<file path="src/rtl/alu_pkg.sv">
// rtl/alu_pkg.sv - opcodes, multiplier FSM states and immediate extension for the execute stage
package alu_pkg;

    localparam logic [3:0] OP_ADD = 4'h0;
    localparam logic [3:0] OP_SUB = 4'h1;
    localparam logic [3:0] OP_AND = 4'h2;
    localparam logic [3:0] OP_MOV = 4'h3;
    localparam logic [3:0] OP_OR  = 4'h4;
    localparam logic [3:0] OP_XOR = 4'h5;
    localparam logic [3:0] OP_LD  = 4'h6;
    localparam logic [3:0] OP_ST  = 4'h7;
    localparam logic [3:0] OP_SHL = 4'h8;
    localparam logic [3:0] OP_SHR = 4'h9;
    localparam logic [3:0] OP_MUL = 4'hA;

    typedef enum logic [1:0] {
        MUL_IDLE = 2'd0,
        MUL_RUN  = 2'd1,
        MUL_DONE = 2'd2
    } mul_state_e;

    // Bits at and above w are filled with bit w-1 (sign) or zero.
    function automatic logic [63:0] extend_imm(input logic [63:0] v, input int w, input logic sgn);
        logic [63:0] r;
        r = v;
        for (int i = 0; i < 64; i++) begin
            if (i >= w) r[i] = sgn ? v[w-1] : 1'b0;
        end
        return r;
    endfunction

endpackage

</file>
<file path="src/rtl/alu_mul_iter.sv">
// rtl/alu_mul_iter.sv - iterative shift-add unsigned multiplier, one multiplier bit per cycle
module alu_mul_iter
    import alu_pkg::*;
#(
    parameter int DATA_W = 16
) (
    input  logic                  clk,
    input  logic                  rst_n,
    input  logic                  clear,
    input  logic                  start,
    input  logic                  ack,
    input  logic [DATA_W-1:0]     a,
    input  logic [DATA_W-1:0]     b,
    output logic                  busy,
    output logic                  done,
    output logic [2*DATA_W-1:0]   product
);

    localparam int CNT_W = $clog2(DATA_W);

    mul_state_e             state;
    logic [CNT_W-1:0]       cnt;
    logic [2*DATA_W-1:0]    mcand;
    logic [DATA_W-1:0]      mplier;
    logic [2*DATA_W-1:0]    acc;

    always_ff @(posedge clk or negedge rst_n) begin
        if (!rst_n) begin
            state  <= MUL_IDLE;
            cnt    <= '0;
            mcand  <= '0;
            mplier <= '0;
            acc    <= '0;
        end else if (clear) begin
            state <= MUL_IDLE;
            cnt   <= '0;
        end else begin
            case (state)
                MUL_IDLE: begin
                    if (start) begin
                        acc    <= '0;
                        mcand  <= {{DATA_W{1'b0}}, a};
                        mplier <= b;
                        cnt    <= '0;
                        state  <= MUL_RUN;
                    end
                end
                MUL_RUN: begin
                    if (mplier[0]) acc <= acc + mcand;
                    mcand  <= mcand << 1;
                    mplier <= mplier >> 1;
                    cnt    <= cnt + 1'b1;
                    if (cnt == CNT_W'(DATA_W - 1)) state <= MUL_DONE;
                end
                MUL_DONE: begin
                    // A new multiply may be accepted on the same edge the finished one retires.
                    if (ack && start) begin
                        acc    <= '0;
                        mcand  <= {{DATA_W{1'b0}}, a};
                        mplier <= b;
                        cnt    <= '0;
                        state  <= MUL_RUN;
                    end else if (ack) begin
                        state <= MUL_IDLE;
                    end
                end
                default: state <= MUL_IDLE;
            endcase
        end
    end

    assign busy    = (state == MUL_RUN);
    assign done    = (state == MUL_DONE);
    assign product = acc;

endmodule

</file>
<file path="src/rtl/alu_exec_stage.sv">
// rtl/alu_exec_stage.sv - two-register execute stage: operand select, single-cycle ALU, iterative multiply
module alu_exec_stage
    import alu_pkg::*;
#(
    parameter int DATA_W     = 16,
    parameter int IMM_W      = 9,
    parameter int RADDR_W    = 3,
    parameter int IMM_SIGNED = 0
) (
    input  logic               clk,
    input  logic               rst_n,
    input  logic               in_valid,
    output logic               in_ready,
    input  logic [DATA_W-1:0]  reg_a,
    input  logic [DATA_W-1:0]  reg_b,
    input  logic [3:0]         cop,
    input  logic [IMM_W-1:0]   imm,
    input  logic [DATA_W-1:0]  data_reg,
    input  logic [1:0]         ldst_en,
    input  logic [RADDR_W-1:0] dest_addr,
    input  logic               we,
    input  logic [1:0]         bp,
    input  logic               flush,
    input  logic               clr_ovf,
    output logic               out_valid,
    input  logic               out_ready,
    output logic [DATA_W-1:0]  result,
    output logic               ovf,
    output logic               ovf_sticky,
    output logic [DATA_W-1:0]  data_reg_o,
    output logic [1:0]         ldst_en_o,
    output logic [RADDR_W-1:0] dest_addr_o,
    output logic               we_o,
    output logic [1:0]         bp_o
);

    localparam int SH_W = $clog2(DATA_W);
    localparam int MSB  = DATA_W - 1;

    logic [DATA_W-1:0]  b_sel;
    logic               accept, out_load, res_ready;
    logic               op_valid, op_we;
    logic [DATA_W-1:0]  op_a, op_b, op_data;
    logic [3:0]         op_cop;
    logic [1:0]         op_ldst, op_bp;
    logic [RADDR_W-1:0] op_dest;
    logic [DATA_W-1:0]  alu_res;
    logic               alu_ovf;
    logic               mul_busy, mul_done;
    logic [2*DATA_W-1:0] mul_product;

    assign b_sel = (cop == OP_MOV || cop == OP_LD || cop == OP_ST)
                 ? DATA_W'(extend_imm(64'(imm), IMM_W, IMM_SIGNED != 0))
                 : reg_b;

    assign res_ready = (op_cop != OP_MUL) || (mul_done && !mul_busy);
    assign out_load  = op_valid && res_ready && (!out_valid || out_ready) && !flush;
    assign in_ready  = !flush && (!op_valid || out_load);
    assign accept    = in_valid && in_ready;

    alu_mul_iter #(.DATA_W(DATA_W)) u_mul (
        .clk     (clk),
        .rst_n   (rst_n),
        .clear   (flush),
        .start   (accept && cop == OP_MUL),
        .ack     (out_load),
        .a       (reg_a),
        .b       (b_sel),
        .busy    (mul_busy),
        .done    (mul_done),
        .product (mul_product)
    );

    always_comb begin
        alu_res = '0;
        alu_ovf = 1'b0;
        case (op_cop)
            OP_ADD, OP_LD, OP_ST: begin
                alu_res = op_a + op_b;
                alu_ovf = (op_a[MSB] == op_b[MSB]) && (alu_res[MSB] != op_a[MSB]);
            end
            OP_SUB: begin
                alu_res = op_a - op_b;
                alu_ovf = (op_a[MSB] != op_b[MSB]) && (alu_res[MSB] != op_a[MSB]);
            end
            OP_AND: alu_res = op_a & op_b;
            OP_MOV: alu_res = op_b;
            OP_OR:  alu_res = op_a | op_b;
            OP_XOR: alu_res = op_a ^ op_b;
            OP_SHL: alu_res = op_a << op_b[SH_W-1:0];
            OP_SHR: alu_res = op_a >> op_b[SH_W-1:0];
            OP_MUL: begin
                alu_res = mul_product[DATA_W-1:0];
                alu_ovf = |mul_product[2*DATA_W-1:DATA_W];
            end
            default: ;
        endcase
    end

    always_ff @(posedge clk or negedge rst_n) begin
        if (!rst_n) begin
            op_valid <= 1'b0;
            op_a     <= '0;
            op_b     <= '0;
            op_cop   <= '0;
            op_data  <= '0;
            op_ldst  <= '0;
            op_dest  <= '0;
            op_we    <= 1'b0;
            op_bp    <= '0;
        end else if (flush) begin
            op_valid <= 1'b0;
        end else if (accept) begin
            op_valid <= 1'b1;
            op_a     <= reg_a;
            op_b     <= b_sel;
            op_cop   <= cop;
            op_data  <= data_reg;
            op_ldst  <= ldst_en;
            op_dest  <= dest_addr;
            op_we    <= we;
            op_bp    <= bp;
        end else if (out_load) begin
            op_valid <= 1'b0;
        end
    end

    always_ff @(posedge clk or negedge rst_n) begin
        if (!rst_n) begin
            out_valid   <= 1'b0;
            result      <= '0;
            ovf         <= 1'b0;
            data_reg_o  <= '0;
            ldst_en_o   <= '0;
            dest_addr_o <= '0;
            we_o        <= 1'b0;
            bp_o        <= '0;
        end else if (flush) begin
            out_valid <= 1'b0;
        end else if (out_load) begin
            out_valid   <= 1'b1;
            result      <= alu_res;
            ovf         <= alu_ovf;
            data_reg_o  <= op_data;
            ldst_en_o   <= op_ldst;
            dest_addr_o <= op_dest;
            we_o        <= op_we;
            bp_o        <= op_bp;
        end else if (out_ready) begin
            out_valid <= 1'b0;
        end
    end

    // Set wins over clear so an overflow delivered alongside clr_ovf is not lost.
    always_ff @(posedge clk or negedge rst_n) begin
        if (!rst_n) ovf_sticky <= 1'b0;
        else        ovf_sticky <= (ovf_sticky && !clr_ovf) || (out_valid && out_ready && ovf && !flush);
    end

endmodule

</file>
<file path="config.mk">
export PLATFORM = sky130hd
export DESIGN_NAME = alu_exec_stage
export DESIGN_NICKNAME = d
export VERILOG_FILES = /design/src/rtl/alu_pkg.sv /design/src/rtl/alu_mul_iter.sv /design/src/rtl/alu_exec_stage.sv
export SDC_FILE = /design/constraint.sdc
export NUM_CORES = 1
export LEC_CHECK = 0
export BUFFER_PORTS_ARGS = -buffer_cell sky130_fd_sc_hd__buf_4
export CORE_UTILIZATION = 51
export CTS_CLUSTER_SIZE = 12
export DETAILED_ROUTE_END_ITERATION = 10
export PLACE_DENSITY = 0.7
export SETUP_SLACK_MARGIN = 0.3
export SLEW_MARGIN = 0
export SYNTH_ARGS = -nofsm -noshare
export SYNTH_HDL_FRONTEND = slang
export SYNTH_HIERARCHICAL = 1
export SYNTH_SLANG_ARGS = --single-unit
</file>
<file path="constraint.sdc">
create_clock -name clk -period 9.6 [get_ports clk]
set_input_delay 0.48 -clock clk [delete_from_list [all_inputs] [get_ports clk]]
set_output_delay 0.48 -clock clk [all_outputs]
set_load 0.01 [all_outputs]
</file>
Word-level counts from Yosys, hierarchy flattened
Index checks and enable logic that the tools add are counted.

Word-level logic and storage cells: 130. Input bits: 75. Bits in registers: 190. Output and inout port bits: 44.

Add/subtract/negate cells: 4. Bitwise logic cells: 4. Reductions and logical operators: 39. Shift operators: 2. Equality and inequality tests: 29. Multiplexer cells: 29.

Operators by type and width (number): $pmux 32 s3 (2); $mux 32 (5); $pmux 16 s9 (1); $mux 16 (3); $pmux 16 s3 (1); $add 32x32->32 (1); $eq 4x3->1 const B (6); $eq 4x4->1 const B (5); $add 16x16->16 (1); $and 16x16->16 (1); $or 16x16->16 (1); $reduce_or 16->1 (1); $shl 16x4->16 (1); $shr 16x4->16 (1); $sub 16x16->16 (1); $xor 16x16->16 (1); $logic_and 1x1->1 (14); $eq 4x2->1 const B (3); $mux 4 (3); $pmux 4 s3 (1); $mux 2 (5); $ne 3x2->1 const B (3); $reduce_bool 3->1 (3); $logic_or 1x1->1 (6); other kinds (22) (37).

Logic depth before layout (Yosys ltp)
Word-level depth: 15. Mapped depth: 21. Mapped depth without buffers: 16.

Modules after synthesis
The synthesis kept the hierarchy.

Modules (own cells, without submodules): alu_exec_stage (area an instance 7946.4 sq um, times used 1, cells an instance 913); alu_mul_iter (area an instance 5091.1 sq um, times used 1, cells an instance 568).

Worst setup path before layout
No wires, ideal clock.

Path kind: register to register. Start point: register u_mul.state[0]. End point: register u_mul.acc[31] (netlist: u_mul/product[31]). Setup slack: 5.657 ns. Stages on the path, launching flop included: 22. Setup time: 0.136 ns. Clock period less this slack: 3.943 ns. Arrival: 3.807 ns. Buffers on the path: 5. Cells stage by stage: dfrtp_1 -> nand2b_1 -> clkbuf_1 -> inv_1 -> buf_1 -> nor2b_1 -> o21ai_1 -> or3_4 -> a21oi_2 -> and2_1 -> buf_4 -> buf_6 -> and4_1 -> nor2_1 -> a21oi_1 -> nor2b_1 -> buf_2 -> o21ai_1 -> or3_1 -> a31o_2 -> a21oi_1 -> nor4_1.

Word-level cells in the longest chain between the ends: 14. Elaborated cells between the ends (all ways): 20. Classes of those cells: 5 x eq/ne; 1 x mux; 14 x reduce/logical.

RTL lines: start, declared (line alu_mul_iter.sv:21) `mul_state_e state;`; start signal, assigned (line alu_mul_iter.sv:29) `state <= MUL_IDLE;`; start signal, assigned (line alu_mul_iter.sv:35) `state <= MUL_IDLE;`; start signal, assigned (line alu_mul_iter.sv:45) `state <= MUL_RUN;`; $eq 2x1->1 (*) (line alu_mul_iter.sv:72) `assign busy = (state == MUL_RUN);`; net mul_busy (line alu_exec_stage.sv:49) `logic mul_busy, mul_done;`; $logic_not 1->1 (*) (line alu_exec_stage.sv:56) `assign res_ready = (op_cop != OP_MUL) || (mul_done && !mul_busy);`; $logic_and 1x1->1 (*) (line alu_exec_stage.sv:56); $logic_or 1x1->1 (*) (line alu_exec_stage.sv:56); $logic_and 1x1->1 (*) (3 in series) (line alu_exec_stage.sv:57) `assign out_load = op_valid && res_ready && (!out_valid || out_ready) && !flush;`; $logic_or 1x1->1 (*) (line alu_exec_stage.sv:58) `assign in_ready = !flush && (!op_valid || out_load);`; $logic_and 1x1->1 (*) (line alu_exec_stage.sv:58); net in_ready (line alu_exec_stage.sv:13) `output logic in_ready,`; $logic_and 1x1->1 (*) (line alu_exec_stage.sv:59) `assign accept = in_valid && in_ready;`; $logic_and 1x1->1 (*) (line alu_exec_stage.sv:65) `.start (accept && cop == OP_MUL),`; $logic_and 1x1->1 (line alu_mul_iter.sv:57) `if (ack && start) begin`; $ne 2x1->1 (no line); $reduce_and 5->1 (no line) (*); end signal, assigned (line alu_mul_iter.sv:49) `if (mplier[0]) acc <= acc + mcand;`; end, declared (line alu_mul_iter.sv:25) `logic [2*DATA_W-1:0] acc;`.

The timed path passes the listed nets; every way through them passes the cells marked *. A chain may end at the register's enable or synchronous reset.

Final worst setup path
Start point: register u_mul.state[0]. End point: register u_mul.acc[31] (netlist: u_mul/product[31]).

Word-level cells in the longest chain between the ends: 14. Elaborated cells between the ends (all ways): 20. Classes of those cells: 5 x eq/ne; 1 x mux; 14 x reduce/logical.

RTL lines (line): $eq 2x1->1 (*) (alu_mul_iter.sv:72); net mul_busy (alu_exec_stage.sv:49); $logic_not 1->1 (alu_exec_stage.sv:56); $logic_and 1x1->1 (alu_exec_stage.sv:56); $logic_or 1x1->1 (alu_exec_stage.sv:56); $logic_and 1x1->1 (3 in series) (alu_exec_stage.sv:57); $logic_or 1x1->1 (alu_exec_stage.sv:58); $logic_and 1x1->1 (alu_exec_stage.sv:58); $logic_and 1x1->1 (alu_exec_stage.sv:59); $logic_and 1x1->1 (alu_exec_stage.sv:65); $logic_and 1x1->1 (alu_mul_iter.sv:57); $ne 2x1->1 (no line); $reduce_and 5->1 (no line).

Marked as above.

==> reports/metrics.cfg <==
[worst_setup_path]
critPathMaxFanout=63
critPathBufInv=4
cp_slowest_stage_delay_ps=620
r2r-start=u_mul/state[0]$_DFFE_PN0P_
crit_chain=nand2b_1 > buf_4 > inv_1 > nor2b_1 > o21ai_1 > or3_4 > a21oi_2 > and2_4 > and4_1 > nor2_1 > a21oi_1 > nor2b_4 > buf_4 > o21ai_2 > buf_4 > or3_1 > a31o_2 > a21oi_1 > nor4_1
reg2reg_to=u_mul/product[31]$_DFFE_PN0P_
required_ps=9930
reg2reg_slack_ps=4860
path_class=flip-flop to flip-flop
worstRegToRegCells=19
path_common_cell=buf_4
worst_setup_path_end_kind=flip-flop
start_kind=flip-flop
worst_path_dominant_cell_family=simple AND/OR/NAND/NOR gates
cp.arrival_ps=5070
crit_slowest_cell=or3_4

[pwr]
power_density_nw_per_um2=246
vdd_drop_max_v=0.000167
switching_share=0.434
p_clk_frac=0.204
seqPwrFrac=0.341
p_sw_mw=1.57
power.leakage_nw=6.68
power_mw=3.61
power_frac_comb=0.455
internal_power_mw=2.05

[final_layout]
area_growth_pct=12.6
antenna_cells=0
final_cell_mix=nand2_1, dfrtp_1, buf_4
mostFrequentLayoutCell=nand2_1
fillerInstances=2280
fin_area_um2=14700
drive_gt1_frac=0.166
nNetsFinal=1703

[clocking]
clock_latency_ps=450
cts_max_level=4
clockBufferDepth=2
numCtsBuffers=17
cts_setup_buffers=0
clk_pin_slew_worst_paths_ps=90
cts.sinks=190
cts_hold_buf=0
tritoncts=yes
cts_root_buf=clkbuf_16
post_cts_resized=0

[timing]
max_freq_ghz=0.211
fin_crit_ps=4740
drv_slew=0
finClkSkew_ps=13.4
setup_viol=0
rsz0062_at_grt=false
max_slew.worst_pin.slew_ps=1040
hold_violations=0
period_share=0.494
maxSlewHeadroom=0.301
hold_ws_ps=168
tns_ps=0

[synth]
synth-main-ff-cell=dfrtp_1
yosysTopAreaCellShare=0.365
syn_area_um2=13000
synth_nets=1640
synthTopCellsByArea=dfrtp_1, ha_1, nand2_1
syn_area_per_cell_um2=8.80
synth-compound-area-share=0.236
synthArstFlopShare=1.00
synth-simple-area-share=0.179
synth_cell_types=96
yosys_warnings=6
synth.largest_area_cell=dfrtp_1
synthMuxAreaShare=0.0647
syn_inst=1481
synthAdderAreaFrac=0.0823
ys_ff_latch=190
ys_seq_area_frac=0.365
synth-xor-area-share=0.0215
synth_edf_count=0
synth_top_family_by_area=compound AO/OA/AOI/OAI gates

[grt]
grt_pass1_wl_mm=60.7
antenna_found_initial=1
grt_max_degree=128
overflow=0
track_usage=0.301
grt_pass1_vias=10800

[routing]
routed_via_density=6.15
routed-wl-met2_mm=17.1
wirelength_mm=39.0
ant_nets=0
routed.top_layer=met5
wl_met1_mm=18.1
drtIter0Drc=1163
dr.pass1.iters=5
drt_drc_violations_left=0
dr_total_vias=11600
wl_per_cell_um=20.6
wl_met3_mm=2.82

[placement]
dp_hpwl_mm=28.7
gp_congestion=0.987
port_buffers=118
place_area_um2=14100

[floorplanning]
die_w_um=162
coreArea_um2=25100
die_h_um=162
start_util=0.519
std_cell_rows=58
pin_count=119
die-area_um2=26200

[run]
max-cap-violations=0

[outcome]
status=completed

[worst_hold_path]
hold_class=input port to asynchronous set/reset pin

power by group through the flow:
stage	clock network, mW	registers, mW	logic, mW
CTS	0.746	1.23	1.62
global route	0.778	1.26	1.80
finish	0.738	1.23	1.65
global placement	0	1.23	1.59
detailed placement	0	1.24	1.62
floorplan	0	1.18	1.17
kinds of logic (layout without fill, tap and decap cells):
| logic type | Yosys count | after routing |
|---|---|---|
| simple gates | 514 | 514 |
| compound gates | 441 | 441 |
| flops | 190 | 190 |
| buf+inv | 152 | 228 |
| fa+ha+maj | 84 | 84 |
| mux | 68 | 68 |
| xor+xnor | 32 | 32 |
synthesized netlist by cell type (8+ instances only):
| cell | instances |
|---|---|
| nor2b_1 | 18 |
| dfrtp_1 | 190 |
| a221oi_1 | 15 |
| nand2_1 | 264 |
| inv_1 | 60 |
| a22oi_1 | 13 |
| o21ai_0 | 85 |
| nor2_1 | 112 |
| buf_2 | 31 |
| nor4_1 | 10 |
| a31oi_1 | 37 |
| o211ai_1 | 15 |
| xnor2_1 | 18 |
| ha_1 | 81 |
| o221ai_1 | 8 |
| xor2_1 | 14 |
| buf_4 | 8 |
| nand2b_1 | 15 |
| o21bai_1 | 10 |
| nand4_1 | 9 |
| mux2i_1 | 19 |
| a21oi_1 | 66 |
| o21ai_1 | 32 |
| mux2_2 | 35 |
| mux4_2 | 9 |
| nor3_1 | 19 |
| nand3_1 | 21 |
| a22o_1 | 24 |
| clkbuf_1 | 42 |
| a211oi_1 | 19 |
| o21a_1 | 9 |
| a21o_1 | 24 |
worst reg2reg max path: stages, from the launching register on:
cell      delay, ps
dfrtp_1         420
nand2b_1         90
buf_4           340
inv_1           120
nor2b_1         170
o21ai_1         100
or3_4           620
a21oi_2         260
and2_4          160
and4_1          200
nor2_1           40
a21oi_1         240
nor2b_4         190
buf_4           470
o21ai_2         130
buf_4           270
or3_1           420
a31o_2          220
a21oi_1         110
nor4_1           70
worst max path at each step:
| stage | start | slack [ps] | to | cells past startpoint |
|---|---|---|---|---|
| 2_1_floorplan | u_mul/state[0]$_DFFE_PN0P_ | 5660 | u_mul/product[31]$_DFFE_PN0P_ | 21 |
| 3_3_place_gp | u_mul/state[0]$_DFFE_PN0P_ | 5020 | u_mul/product[31]$_DFFE_PN0P_ | 19 |
| 3_5_place_dp | u_mul/state[0]$_DFFE_PN0P_ | 4890 | u_mul/product[31]$_DFFE_PN0P_ | 19 |
| 4_1_cts | u_mul/state[0]$_DFFE_PN0P_ | 4890 | u_mul/product[31]$_DFFE_PN0P_ | 19 |
| 5_1_grt | u_mul/state[0]$_DFFE_PN0P_ | 4480 | u_mul/product[31]$_DFFE_PN0P_ | 19 |
| 6_report | u_mul/state[0]$_DFFE_PN0P_ | 4860 | u_mul/product[31]$_DFFE_PN0P_ | 19 |
per-stage QoR:
stage	std cells	setup WS [ps]	util
2_1_floorplan	1481	5660	-
3_3_place_gp	1855	5020	0.560
3_5_place_dp	1855	4890	0.560
4_1_cts	1887	4890	0.585
5_1_grt	1887	4480	0.585
6_report	1887	4860	0.585
state kept, by name (all words and copies together), names as in the netlist, 3 cells and up:
name and flops:
u_mul/product 32, result 16, data_reg_o 16, u_mul/mcand 32, op_data 16, op_dest 3
op_a 16, op_cop 4, dest_addr_o 3, u_mul/mplier 16, u_mul/cnt 4, op_b 16
routing by layer:
metal  up-vias  GRT usage
met4         2      0.104
li1       5442          -
met1      5686      0.441
met5         -          0
met2       412      0.441
met3        57     0.0572
layout make-up:
| type | count | area, um2 | area share |
|---|---|---|---|
| clock inverters | 15 | 183 | 0.0124 |
| inverters | 63 | 236 | 0.0161 |
| repair buffers | 133 | 1000 | 0.0684 |
| clock buffers | 17 | 425 | 0.0290 |
| flip-flops and latches | 190 | 4750 | 0.324 |
| well taps | 330 | 413 | 0.0281 |
| multi-input cells | 1139 | 7660 | 0.522 |
Note: power is estimated with default switching activity, not from simulation.
